[config.mk]
export PLATFORM = sky130hd
export DESIGN_NAME = call_stack
export DESIGN_NICKNAME = d
export VERILOG_FILES = /design/src/rtl/call_stack.sv
export SDC_FILE = /design/constraint.sdc
export NUM_CORES = 1
export LEC_CHECK = 0
export ABC_AREA = 1
export CAP_MARGIN = 20
export CORE_MARGIN = 10
export CORE_UTILIZATION = 35
export CTS_CLUSTER_SIZE = 12
export DETAILED_ROUTE_END_ITERATION = 8
export GPL_TIMING_DRIVEN = 0
export PLACE_DENSITY = 0.58
export SLEW_MARGIN = 10
export SYNTH_ARGS = -nofsm -noshare
export SYNTH_HDL_FRONTEND = slang
export SYNTH_SLANG_ARGS = --single-unit
[constraint.sdc]
create_clock -name clk -period 3 [get_ports clk]
set_input_delay 0.45 -clock clk [delete_from_list [all_inputs] [get_ports clk]]
set_output_delay 0.45 -clock clk [all_outputs]
set_load 0.01 [all_outputs]
[src/rtl/call_stack.sv]
// Parametrised return-address stack (ring buffer) beside the PC; top is a zero-latency read.
// Build option CALL_STACK_WRAP_EN: a push while full overwrites the oldest entry instead of being rejected.
module call_stack #(
  parameter int WIDTH = 10,
  parameter int DEPTH = 8,
  localparam int CW = $clog2(DEPTH + 1)
) (
  input  logic             clk,
  input  logic             reset,
  input  logic             push,
  input  logic             pop,
  input  logic [WIDTH-1:0] push_data,
  input  logic             clr_err,
  output logic [WIDTH-1:0] top,
  output logic             empty,
  output logic             full,
  output logic [CW-1:0]    count,
  output logic             overflow,
  output logic             underflow
);

  localparam int PW = (DEPTH > 1) ? $clog2(DEPTH) : 1;
  localparam logic [PW-1:0] LAST_IDX = PW'(DEPTH - 1);
  localparam logic [CW-1:0] CNT_FULL = CW'(DEPTH);

  logic [WIDTH-1:0] mem_r [DEPTH];
  logic [PW-1:0]    wp_r, wp_inc_s, wp_dec_s, wp_nxt_s, waddr_s;
  logic [CW-1:0]    cnt_r, cnt_nxt_s;
  logic             we_s, ovf_set_s, unf_set_s, empty_s, full_s;
  logic             overflow_r, underflow_r;

  assign empty_s = (cnt_r == {CW{1'b0}});
  assign full_s  = (cnt_r == CNT_FULL);

  // Modulo-DEPTH pointer neighbours; DEPTH need not be a power of two.
  always_comb begin
    if (wp_r == LAST_IDX) begin
      wp_inc_s = {PW{1'b0}};
    end else begin
      wp_inc_s = wp_r + PW'(1);
    end
    if (wp_r == {PW{1'b0}}) begin
      wp_dec_s = LAST_IDX;
    end else begin
      wp_dec_s = wp_r - PW'(1);
    end
  end

  // Next-state decode for each push/pop request combination.
  always_comb begin
    we_s      = 1'b0;
    waddr_s   = wp_r;
    wp_nxt_s  = wp_r;
    cnt_nxt_s = cnt_r;
    ovf_set_s = 1'b0;
    unf_set_s = 1'b0;
    case ({push, pop})
      2'b10: begin
        if (!full_s) begin
          we_s      = 1'b1;
          wp_nxt_s  = wp_inc_s;
          cnt_nxt_s = cnt_r + CW'(1);
        end else begin
          ovf_set_s = 1'b1;
`ifdef CALL_STACK_WRAP_EN
          // Oldest entry sits at wp when full, so overwriting it keeps the newest DEPTH.
          we_s      = 1'b1;
          wp_nxt_s  = wp_inc_s;
`else
          wp_nxt_s  = wp_r;
`endif
        end
      end
      2'b01: begin
        if (!empty_s) begin
          wp_nxt_s  = wp_dec_s;
          cnt_nxt_s = cnt_r - CW'(1);
        end else begin
          unf_set_s = 1'b1;
        end
      end
      2'b11: begin
        if (!empty_s) begin
          // Tail-call: replace the current top in place.
          we_s    = 1'b1;
          waddr_s = wp_dec_s;
        end else begin
          we_s      = 1'b1;
          wp_nxt_s  = wp_inc_s;
          cnt_nxt_s = cnt_r + CW'(1);
        end
      end
      default: begin
        we_s = 1'b0;
      end
    endcase
  end

  // Pointer, occupancy and sticky flag registers; set wins over clr_err.
  always_ff @(posedge clk or negedge reset) begin
    if (!reset) begin
      wp_r        <= {PW{1'b0}};
      cnt_r       <= {CW{1'b0}};
      overflow_r  <= 1'b0;
      underflow_r <= 1'b0;
    end else begin
      wp_r        <= wp_nxt_s;
      cnt_r       <= cnt_nxt_s;
      overflow_r  <= ovf_set_s | (overflow_r & ~clr_err);
      underflow_r <= unf_set_s | (underflow_r & ~clr_err);
    end
  end

  // Entry storage; not reset, stale contents are hidden by the empty mask on top.
  always_ff @(posedge clk) begin
    if (we_s) begin
      mem_r[waddr_s] <= push_data;
    end else begin
      mem_r[waddr_s] <= mem_r[waddr_s];
    end
  end

  // Zero-latency top read, forced to zero while empty.
  always_comb begin
    if (empty_s) begin
      top = {WIDTH{1'b0}};
    end else begin
      top = mem_r[wp_dec_s];
    end
  end

  assign empty     = empty_s;
  assign full      = full_s;
  assign count     = cnt_r;
  assign overflow  = overflow_r;
  assign underflow = underflow_r;

endmodule
### Word-level counts from Yosys, hierarchy flattened

Memory sizes are Yosys's and may differ from the RTL's.
Cells that the tools add are included.

* logic and storage cells: 52
* ROM bits: 0
* input bits: 15
* latch bits: 0
* memory bits (writable): 80
* flip-flop bits (word level): 9
* memories kept: 1

* $mul: 0
* bitwise operators: 6
* div/mod/pow operators: 0
* $lt $le $gt $ge: 0
* reductions and logical operators: 6
* shifts and indexed selects: 0
* multiplexer cells: 22
* add/sub/neg operators: 4
* equality and inequality tests: 9

Memories
* mem_r: depth 8, width 10, rd ports 1, clocked after memory_dff 0, wr ports 1, line 26 `logic [WIDTH-1:0] mem_r [DEPTH];`

Operators with widths (count)
* two-way mux 10 bit: 2
* two-way mux 3 bit: 6
* two-way mux 4 bit: 3
* one-hot mux 4 bit (3 select lines): 1
* one-hot mux 3 bit (3 select lines): 1
* two-way mux 1 bit: 8
* != test 2 bit (second input constant): 3
* adder 4 x 1 -> 4 bit (second input constant): 1
* equality test 2 bit (second input constant): 2
* equality test 4 bit (second input constant): 1
* zero test 4 bit: 1
* AND reduction 4 bit: 1
* subtractor 4 x 1 -> 4 bit (second input constant): 1
* adder 3 x 1 -> 3 bit (second input constant): 1
* equality test 3 bit (second input constant): 1
* zero test 3 bit: 1
* bitwise OR 1 bit: 3
* AND reduction 3 bit: 1
* nonzero test 3 bit: 1
* subtractor 3 x 1 -> 3 bit (second input constant): 1
* AND 1 bit: 2
* equality test 2 x 1 -> 1 bit (second input constant): 1
* one-hot mux 1 bit (2 select lines): 1
* AND reduction 2 bit: 1
* 2 further kinds: 2

### Longest topological paths before layout

Gate-level depths: netlist of the first run.

* word-level depth: 6
* gate-level depth with buffers: 13

### Worst setup path before layout of the first run

Ideal clock, no wire load.

* kind: register -> register
* start: register wp_r[0]
* end: memory mem_r[2][0] (enable)
* clock period less this slack: 2.405 ns
* data required time: 2.624 ns
* buffers on the path: 2
* stages on the path, launching flop included: 12
* arrival: 2.029 ns
* library setup time: 0.376 ns
* path slack: 0.595 ns
* path through: dfrtp_1 > buf_2 > buf_2 > inv_1 > ha_1 > nor2_1 > nand2_2 > nand2_1 > nand3_1 > nand2_1 > nand2_1 > nor2_1

* cells in the longest elaborated chain, start to end: 4
* elaborated cells on any way between the ends: 5

Ends and longest elaborated chain
* from (decl): line 27 `logic [PW-1:0] wp_r, wp_inc_s, wp_dec_s, wp_nxt_s, waddr_s;`
* from (signal assigned): line 102 `wp_r <= {PW{1'b0}};`
* from (signal assigned): line 107 `wp_r <= wp_nxt_s;`
* subtractor 3 x 1 -> 3 bit / zero test 3 bit (equally long branches): line 45, 42
* two-way mux 3 bit: line 42 `if (wp_r == {PW{1'b0}}) begin`
* two-way mux 3 bit: line 83 `if (!empty_s) begin`
* two-way mux 3 bit (*): line 57 `case ({push, pop})`
* to (decl): line 26

Every way passes the cells marked *; elsewhere a longest branch is shown, timed or not.

### Final worst setup path of the first run

* start: register wp_r[0]
* end: output top[9]

* cells in the longest elaborated chain, start to end: 4
* elaborated cells on any way between the ends: 5

Ends and longest elaborated chain
* subtractor 3 x 1 -> 3 bit / zero test 3 bit (equally long branches): line 45, 42
* two-way mux 3 bit (*): line 42
* memory read (8 x 10 bit) (*)
* two-way mux 10 bit (*): line 125 `if (empty_s) begin`
* to (decl): line 14 `output logic [WIDTH-1:0] top,`

Marks and branches as above.

==> results of run 1 <==
==> critical path, cell delays in order (launching register included) <==
cell	delay, ns
dfrtp_1	0.36
buf_4	0.18
buf_6	0.16
inv_1	0.08
ha_2	0.36
clkbuf_2	0.31
nand3_1	0.15
nand3_1	0.11
nand2_1	0.07
dlygate4sd2_1	0.29
==> registers in the layout (all words and copies together), names as in the netlist <==
signal / count
underflow: 1
overflow: 1
wp_r: 3
mem_r: 80
count: 4
==> layout make-up <==
type                    count  area, µm²  share of cell area
flip-flops and latches     89       2630               0.527
repair buffers             40        408              0.0818
clock buffers               9        225              0.0452
clock inverters             7       76.3              0.0153
plain buffers              14        131              0.0263
well taps                 143        179              0.0359
inverters                  24       90.1              0.0181
multi-input cells         249       1250               0.251
==> per-stage QoR <==
stage | hold WS [ns] | utilization | total power [µW] | setup WS [ns]
final | 0.423 | 0.439 | 5900 | 0.155
after global routing | 0.457 | 0.439 | 6350 | 0.0153
after CTS | 0.441 | 0.436 | 5940 | 0.0880
after detailed placement | 0.513 | 0.401 | 4680 | -0.274
after global placement | 0.512 | 0.399 | 4620 | -0.237
after floorplan | 0.154 | - | 3440 | 0.595
==> synth_stat cells (all sizes together) <==
cell    instances  area share
nor2           23       0.031
a21oi           3      0.0065
o211ai          1      0.0031
o31ai           1      0.0019
clkbuf          4      0.0037
inv            23       0.021
o21ai          11       0.014
nand3b          3      0.0056
edfxtp         80        0.59
clkinv          1     0.00093
nand4           1      0.0015
ha              6       0.019
nand2         124        0.13
dfrtp           9       0.056
buf            10       0.015
nand3          74       0.092
xnor2           1      0.0022
fa              1      0.0050
==> power by group <==
| group | total [µW] | internal (µW) | switching, µW |
|---|---|---|---|
| Sequential | 1730 | 1620 | 106 |
| Combinational | 3010 | 1190 | 1820 |
| Clock | 1160 | 655 | 502 |
==> kinds of logic (layout without fill, tap and decap cells) <==
logic type / count (synthesis) / in the layout / share of synthesized area
adder cells (fa/ha/maj): 7 / 7 / 0.0235
XOR/XNOR: 1 / 1 / 0.00217
AND/OR/NAND/NOR: 225 / 225 / 0.257
AO/OA/AOI/OAI: 16 / 16 / 0.0251
flip-flops: 89 / 89 / 0.651
buffers and inverters: 38 / 94 / 0.0412
==> routing by layer <==
metal | track usage | wire [µm] | vias to the layer above
met2 | 0.208 | 4840 | 68
li1 | - | - | 1390
met5 | 0 | 0 | -
met3 | 0.0389 | 492 | 17
met4 | 0.0549 | 197 | 0
met1 | 0.149 | 4270 | 1353
==> worst max-delay path by stage <==
stage / startpoint / to / slack, ns / cells past startpoint
finish: wp_r[0]$_DFFE_PN0P_ / top[9] / 0.15 / 9
global route: wp_r[0]$_DFFE_PN0P_ / mem_r[4][7]$_DFFE_PP_ / 0.02 / 10
CTS: wp_r[0]$_DFFE_PN0P_ / mem_r[7][7]$_DFFE_PP_ / 0.09 / 11
detailed placement: wp_r[0]$_DFFE_PN0P_ / top[8] / -0.27 / 11
global placement: wp_r[0]$_DFFE_PN0P_ / top[8] / -0.24 / 10
floorplan: wp_r[0]$_DFFE_PN0P_ / mem_r[2][0]$_DFFE_PP_ / 0.59 / 11
==> timing repair <==
item | 4_1_cts | 5_1_grt
buffers inserted | 3 | 0
gates resized for setup | 32 | 0
setup endpoints to repair | 60 | 0
==> impl_metrics.env, run 1 <==
export IMPL_ant_diodes=0
export IMPL_start_util=0.355
export IMPL_drt_vias_per_instance=4.92
export IMPL_fillerInstances=1087
export IMPL_timing_hold_violations_final=0
export IMPL_ys_seq_area_frac=0.651
export IMPL_post_route_cells_drive_above_1_share=0.134
export IMPL_synth_fp_nets=398
export IMPL_grt_antenna_before_repair=0
export IMPL_grt_overflow_total=0
export IMPL_tritoncts="built"
export IMPL_cts_inserted_buffers=9
export IMPL_clkSinkCount=89
export IMPL_cts_max_path_buffers=2
export IMPL_rrSetupSlack_ns=0.19
export IMPL_worst_slew_margin_rel=0.311
export IMPL_synth_warnings=0
export IMPL_number_of_global_route_vias_before_repair=2926
export IMPL_design_final_nets=449
export IMPL_worstReg2RegEnd="mem_r[5][5]$_DFFE_PP_"
export IMPL_final_common_cell="nand2_1"
export IMPL_grt_pass1_wl_um=15700
export IMPL_area_growth_pct=23.5
export IMPL_final_setup_tns_ns=0
export IMPL_grt_max_degree=17
export IMPL_clk_pin_slew_worst_paths_ns=0.07
export IMPL_cts_htree_levels=3
export IMPL_timing_critical_path_required_ns=2.55
export IMPL_post_synth_cell_area_avg_um2=10.7
export IMPL_routedWlPerCell_um=17.0
export IMPL_cts_hold_fix_buffers=0
export IMPL_drv_max_cap_violation_count=0
export IMPL_rsz0062_at_grt="false"
export IMPL_crit_path_end_kind="output port"
export IMPL_finalSetupViolCount=0
export IMPL_postRouteWirelength_um=9800
export IMPL_power_density_mw_per_mm2=1180
export IMPL_synth_instances=376
export IMPL_ff2ff_path_depth=11
export IMPL_max_freq_mhz=351
export IMPL_total_leakage_power_uw=0.00201
export IMPL_post_dp_cell_area_mm2=0.00456
export IMPL_placed_cells=553
export IMPL_chipHeight_um=127
export IMPL_netlist_cell_type_count=27
export IMPL_ios=33
export IMPL_critical_setup_path_kind="reg -> out"
export IMPL_placeableCoreArea_mm2=0.0114
export IMPL_worst_setup_path_start_kind="register"
export IMPL_crit_share_post_route=0.948
export IMPL_route_antenna_remaining_nets=0
export IMPL_worst_pin_slew_ns=1.03
export IMPL_maxSlewViolCount=0
export IMPL_drt_pass1_iterations=4
export IMPL_fin_cells=575
export IMPL_synth_register_bits=89
export IMPL_drc=0
export IMPL_worst_path_max_fanout=10
export IMPL_die_w_um=127
export IMPL_layout_common_cells="116 x nand2_1, 80 x edfxtp_1, 74 x nand3_1, 22 x clkdlybuf4s50_1, 19 x inv_1"
export IMPL_hpwlAfterDp_um=6440
export IMPL_cts_root_buf="clkbuf_16"
export IMPL_place_congestion=0.745
export IMPL_gr_usage_all_layers=0.127
export IMPL_r2r_start="wp_r[0]$_DFFE_PN0P_"
export IMPL_numPortBuffers=32
export IMPL_design_die_area_mm2=0.0162
export IMPL_timing_hold_worst_class="in -> async"
export IMPL_clock_skew_final_ns=0.00445
export IMPL_status="completed"
export IMPL_detailroute_via_count=2828
export IMPL_finish_instance_area_mm2=0.00499
export IMPL_initialDrtViolationCount=201
export IMPL_rows=39
export IMPL_arrival_ns=2.40
export IMPL_worst_ir_drop_vdd_v=0.000752
export IMPL_finalCriticalPeriod_ns=2.85
export IMPL_syn_cell_area_mm2=0.00404
export IMPL_clkLatencyLatePin_ns=0.34
(Power assumes the default switching activity.)
==> run 2, diff against run 1 <==
==> constraint.sdc (replaced) <==
create_clock -name clk -period 3.55 [get_ports clk]
set_input_delay 0.5325 -clock clk [delete_from_list [all_inputs] [get_ports clk]]
set_output_delay 0.5325 -clock clk [all_outputs]
set_load 0.01 [all_outputs]
==> run 2 against run 1 <==
  * Die area unchanged
  * Clock power decreased by 16%
  * Critical path type unchanged
  * Register-to-register slack improved by 0.39 ns
  * Non-clock buffer count increased by 1
  * Worst setup slack improved by 0.037 ns
  * Global-route usage about the same
  * Sequential cell count unchanged
  * Sequential share of layout area increased by 0.45 points
  * Count of clock-buffer cells in the layout unchanged
  * First-iteration DRC count increased by 2.5%
==> impl_metrics.env, run 2 (synthesized netlist as in run 1, its figures left out) <==
export IMPL_status="completed"
export IMPL_intPower_uw=2970
export IMPL_ff2ff_path_depth=10
export IMPL_clkSinkCount=89
export IMPL_tritoncts="built"
export IMPL_cts_htree_levels=3
export IMPL_ant_diodes=0
export IMPL_initialDrtViolationCount=206
export IMPL_grt_overflow_total=0
export IMPL_pre_cts_slack_ns=0.194
export IMPL_switchingPower_uw=2060
export IMPL_grt_pass1_wl_um=15600
export IMPL_detailroute_via_count=2847
export IMPL_worst_ir_drop_vdd_v=0.000524
export IMPL_worst_slew_margin_rel=0.307
export IMPL_finalSetupViolCount=0
export IMPL_largest_register_ff_count=80
export IMPL_finalCriticalPeriod_ns=3.36
export IMPL_utilization=0.435
export IMPL_arrival_ns=2.83
export IMPL_cts_max_path_buffers=2
export IMPL_timing_hold_violations_final=0
export IMPL_cts_root_buf="clkbuf_16"
export IMPL_crit_share_post_route=0.946
export IMPL_cp_startpoint="wp_r[0]$_DFFE_PN0P_"
export IMPL_design_final_nets=450
export IMPL_worstReg2RegEnd="mem_r[4][5]$_DFFE_PP_"
export IMPL_routedWlPerCell_um=17.2
export IMPL_drc=0
export IMPL_gr_usage_all_layers=0.126
export IMPL_placeableCoreArea_mm2=0.0114
export IMPL_timing_hold_worst_class="in -> async"
export IMPL_hpwlAfterDp_um=6440
export IMPL_setup_ws_ns=0.192
export IMPL_clock_skew_final_ns=0.00439
export IMPL_worst_setup_path_start_kind="register"
export IMPL_timing_critical_path_required_ns=3.02
export IMPL_drt_vias_per_instance=4.94
export IMPL_crit_path_end_kind="output port"
export IMPL_rows=39
export IMPL_top_register="mem_r"
export IMPL_placed_cells=553
export IMPL_rrSetupSlack_ns=0.58
export IMPL_clk_pin_slew_worst_paths_ns=0.07
export IMPL_p_sw_frac=0.410
export IMPL_worst_pin_slew_ns=1.04
export IMPL_grt_max_degree=17
export IMPL_power_density_mw_per_mm2=1020
export IMPL_start_util=0.355
export IMPL_final_setup_tns_ns=0
export IMPL_design_die_area_mm2=0.0162
export IMPL_power_total_uw=5040
export IMPL_worst_path_max_fanout=10
export IMPL_route_antenna_remaining_nets=0
export IMPL_fin_cells=576
export IMPL_final_common_cell="nand2_1"
export IMPL_layout_common_cells="117 x nand2_1, 80 x edfxtp_1, 74 x nand3_1, 32 x clkdlybuf4s50_1, 19 x inv_1"
export IMPL_die_w_um=127
export IMPL_ios=33
export IMPL_share_comb_of_total_power=0.517
export IMPL_cts_inserted_buffers=9
export IMPL_total_leakage_power_uw=0.00198
export IMPL_place_congestion=0.745
export IMPL_number_of_global_route_vias_before_repair=2918
export IMPL_chipHeight_um=127
export IMPL_fillerInstances=1093
export IMPL_clock_share_of_power=0.193
export IMPL_drv_max_cap_violation_count=0
export IMPL_cts_hold_fix_buffers=0
export IMPL_drt_pass1_iterations=6
export IMPL_maxSlewViolCount=0
export IMPL_rsz0062_at_grt="false"
export IMPL_area_growth_pct=22.4
export IMPL_max_freq_mhz=298
export IMPL_r2r_start="wp_r[0]$_DFFE_PN0P_"
export IMPL_clkLatencyLatePin_ns=0.34
export IMPL_grt_antenna_before_repair=0
export IMPL_critical_setup_path_kind="reg -> out"
export IMPL_post_route_cells_drive_above_1_share=0.132
export IMPL_power_frac_seq=0.290
export IMPL_postRouteWirelength_um=9930
export IMPL_numPortBuffers=32
## run 2: changes by cell type in the layout (fill, tap and decap cells not counted), moves of 5 or more
cell | before | now
clkdlybuf4s50_1 | 22 | 32
buf_6 | 10 | 5
dlygate4sd2_1 | 10 | 0
buf_2 | 0 | 7
## run 2: worst max path at each step
stage | cells past startpoint | end | slack [ns]
after floorplan | 11 | mem_r[2][0]$_DFFE_PP_ | 1.14
after global placement | 10 | top[8] | 0.23
after detailed placement | 11 | top[8] | 0.19
after CTS | 10 | top[9] | 0.05
after global routing | 12 | top[9] | 0.02
final | 13 | top[9] | 0.19
## run 2: power by group through the flow
| stage | clock network, µW | registers [µW] | logic, µW |
|---|---|---|---|
| 2_1_floorplan | 0 | 1480 | 1430 |
| 3_3_place_gp | 0 | 1480 | 2420 |
| 3_5_place_dp | 0 | 1490 | 2470 |
| 4_1_cts | 988 | 1470 | 2490 |
| 5_1_grt | 1040 | 1480 | 2890 |
| 6_report | 974 | 1460 | 2600 |
## run 2: what timing repair did
action                     CTS  global route
setup buffers                0             4
resized for setup            4             5
pin swaps                    0             2
setup endpoints to repair   10            10
## run 2: final cells by class
class                           instances  area (µm²)  area share
Buffer                                 14        86.3      0.0175
Clock buffer                            9         225      0.0455
Clock inverter                          7        76.3      0.0154
Inverter                               24        90.1      0.0182
Multi-Input combinational cell        249        1240       0.252
Sequential cell                        89        2630       0.531
Tap cell                              143         179      0.0362
Timing Repair Buffer                   41         415      0.0840
## run 2: metrics by stage
stage | hold slack, ns | area, µm²
CTS | 0.524 | 4870
global placement | 0.512 | 4540
global route | 0.539 | 4940
finish | 0.503 | 4940
detailed placement | 0.513 | 4560
floorplan | 0.237 | 4040
## run 2: worst max-delay path, stage by stage, from the launching register on
cell and delay, ns:
dfrtp_1 0.35, buf_2 0.22, buf_4 0.22, inv_1 0.09, ha_1 0.25, nand2_4 0.11, nand2_4 0.07, inv_2 0.08
buf_4 0.19, nand2_1 0.06, nand3_1 0.08, nand3_1 0.10, nand2_1 0.09, clkdlybuf4s50_1 0.55
## run 2: routing by layer
metal	share of wire	GRT usage
met4	0.025	0.0643
met1	0.43	0.149
met3	0.062	0.0385
met5	0	0
met2	0.48	0.204
==> run 3, diff against run 2 <==
--- a/config.mk
+++ b/config.mk
@@ -6,7 +6,7 @@
 export NUM_CORES = 1
 export LEC_CHECK = 0
 export ABC_AREA = 1
-export CAP_MARGIN = 20
+export CAP_MARGIN = 25
 export CORE_MARGIN = 10
 export CORE_UTILIZATION = 35
 export CTS_CLUSTER_SIZE = 12
==> constraint.sdc (replaced) <==
create_clock -name clk -period 3.55 [get_ports clk]
set_input_delay 0.5325 -clock clk [delete_from_list [all_inputs] [get_ports clk]]
set_output_delay 0.5325 -clock clk [all_outputs]
set_load 0.02 [all_outputs]
==> run 3 against run 2 <==
  * Die area stayed put
  * Sequential share of layout area fell by 0.40 points
  * Register-to-register slack improved by 0.07 ns
  * Maximum frequency rose by 0.25%
  * Hold slack improved by 0.013 ns
  * Worst setup slack better by 0.0085 ns
  * Critical path type unchanged
  * Largest cell class unchanged
  * Highest routed layer unchanged
==> impl_metrics.env, run 3 (synthesized netlist as in run 1, its figures left out) <==
export IMPL_start_util=0.355
export IMPL_drc=0
export IMPL_cts_root_buf="clkbuf_16"
export IMPL_total_leakage_power_uw=0.00208
export IMPL_area_growth_pct=23.4
export IMPL_status="completed"
export IMPL_ant_diodes=0
export IMPL_r2r_start="wp_r[0]$_DFFE_PN0P_"
export IMPL_post_route_cells_drive_above_1_share=0.132
export IMPL_share_comb_of_total_power=0.529
export IMPL_numPortBuffers=32
export IMPL_finalSetupViolCount=0
export IMPL_cts_htree_levels=3
export IMPL_clkSinkCount=89
export IMPL_number_of_global_route_vias_before_repair=2926
export IMPL_timing_hold_worst_class="in -> async"
export IMPL_ios=33
export IMPL_drv_max_cap_violation_count=0
export IMPL_design_final_nets=450
export IMPL_intPower_uw=2960
export IMPL_cts_inserted_buffers=9
export IMPL_top_register="mem_r"
export IMPL_initialDrtViolationCount=229
export IMPL_gr_usage_all_layers=0.126
export IMPL_clk_pin_slew_worst_paths_ns=0.07
export IMPL_drt_pass1_iterations=4
export IMPL_pre_cts_slack_ns=0.126
export IMPL_layout_common_cells="117 x nand2_1, 80 x edfxtp_1, 74 x nand3_1, 23 x clkdlybuf4s50_1, 19 x inv_1"
export IMPL_worstReg2RegEnd="mem_r[5][9]$_DFFE_PP_"
export IMPL_final_setup_tns_ns=0
export IMPL_critical_setup_path_kind="reg -> out"
export IMPL_rows=39
export IMPL_grt_overflow_total=0
export IMPL_worst_setup_path_start_kind="register"
export IMPL_grt_antenna_before_repair=0
export IMPL_finalCriticalPeriod_ns=3.35
export IMPL_fillerInstances=1093
export IMPL_arrival_ns=2.82
export IMPL_place_congestion=0.745
export IMPL_drt_vias_per_instance=4.88
export IMPL_power_density_mw_per_mm2=1040
export IMPL_power_total_uw=5170
export IMPL_placed_cells=553
export IMPL_timing_critical_path_required_ns=3.02
export IMPL_hold_worst_slack_ns=0.516
export IMPL_design_die_area_mm2=0.0162
export IMPL_grt_max_degree=17
export IMPL_worst_pin_slew_ns=1.01
export IMPL_crit_path_end_kind="output port"
export IMPL_largest_register_ff_count=80
export IMPL_hpwlAfterDp_um=6440
export IMPL_ff2ff_path_depth=10
export IMPL_routedWlPerCell_um=17.1
export IMPL_clkLatencyLatePin_ns=0.34
export IMPL_rsz0062_at_grt="false"
export IMPL_chipHeight_um=127
export IMPL_fin_cells=576
export IMPL_crit_share_post_route=0.944
export IMPL_worst_ir_drop_vdd_v=0.000622
export IMPL_placeableCoreArea_mm2=0.0114
export IMPL_rrSetupSlack_ns=0.65
export IMPL_cts_max_path_buffers=2
export IMPL_power_frac_seq=0.283
export IMPL_max_freq_mhz=299
export IMPL_maxSlewViolCount=0
export IMPL_clock_skew_final_ns=0.00233
export IMPL_timing_hold_violations_final=0
export IMPL_grt_pass1_wl_um=15600
export IMPL_route_antenna_remaining_nets=0
export IMPL_die_w_um=127
export IMPL_detailroute_via_count=2808
export IMPL_switchingPower_uw=2210
export IMPL_worst_slew_margin_rel=0.327
export IMPL_postRouteWirelength_um=9830
export IMPL_final_common_cell="nand2_1"
export IMPL_p_sw_frac=0.427
export IMPL_clock_share_of_power=0.188
export IMPL_tritoncts="built"
export IMPL_worst_path_max_fanout=10
export IMPL_setup_ws_ns=0.200
[run 3: cell types whose count changed in the layout (fill, tap and decap cells not counted), sizes merged]
cell / previous run / this run
dlymetal6s2s: 0 / 9
clkdlybuf4s50: 32 / 23
[run 3: per-stage QoR]
| stage | util | area (µm²) |
|---|---|---|
| 2_1_floorplan | - | 4040 |
| 3_3_place_gp | 0.399 | 4540 |
| 3_5_place_dp | 0.401 | 4560 |
| 4_1_cts | 0.432 | 4910 |
| 5_1_grt | 0.438 | 4980 |
| 6_report | 0.438 | 4980 |
[run 3: how the worst max path moves through the flow]
stage	startpoint	end	slack [ns]	cells after the start
2_1_floorplan	wp_r[0]$_DFFE_PN0P_	mem_r[2][0]$_DFFE_PP_	1.14	11
6_report	wp_r[0]$_DFFE_PN0P_	top[7]	0.20	12
3_5_place_dp	wp_r[0]$_DFFE_PN0P_	top[8]	0.13	11
3_3_place_gp	wp_r[0]$_DFFE_PN0P_	top[8]	0.16	10
5_1_grt	wp_r[0]$_DFFE_PN0P_	top[7]	0.01	11
4_1_cts	wp_r[0]$_DFFE_PN0P_	top[8]	0.004	11
[run 3: power by group through the flow]
stage               sequential (µW)  combinational [µW]  clock (µW)
finish                         1460                2740         972
global route                   1480                3040        1040
CTS                            1470                2780         988
detailed placement             1490                2630           0
global placement               1480                2590           0
floorplan                      1500                1580           0
[run 3: cell type report]
| cell class | instances | area [µm²] | share of cell area |
|---|---|---|---|
| well taps | 143 | 179 | 0.0359 |
| repair buffers | 41 | 450 | 0.0904 |
| flip-flops and latches | 89 | 2630 | 0.527 |
| inverters | 24 | 90.1 | 0.0181 |
| plain buffers | 14 | 88.8 | 0.0178 |
| multi-input cells | 249 | 1240 | 0.250 |
| clock buffers | 9 | 225 | 0.0452 |
| clock inverters | 7 | 76.3 | 0.0153 |
[run 3: critical path: stages, from the launching register on]
cell and delay (ns):
dfrtp_1 0.38, buf_2 0.19, buf_4 0.20, inv_1 0.09, ha_1 0.22, nor2_1 0.07
nand2_2 0.08, nand2_1 0.14, nor2_4 0.17, buf_4 0.18, nand3_1 0.08, nand2_1 0.06
clkdlybuf4s50_1 0.60
[run 3: repair_timing]
item,CTS,global route
pin swaps,1,0
buffers inserted,3,0
hold buffers,0,0
gates resized for setup,4,16
setup endpoints to repair,10,10
hold endpoints to repair,0,0
[run 3: per-layer routing]
layer,vias up,GRT usage,part of all wire
li1,1390,-,-
met1,1339,0.150,0.43
met2,66,0.207,0.50
met3,13,0.0372,0.058
met4,0,0.0563,0.017
met5,-,0,0
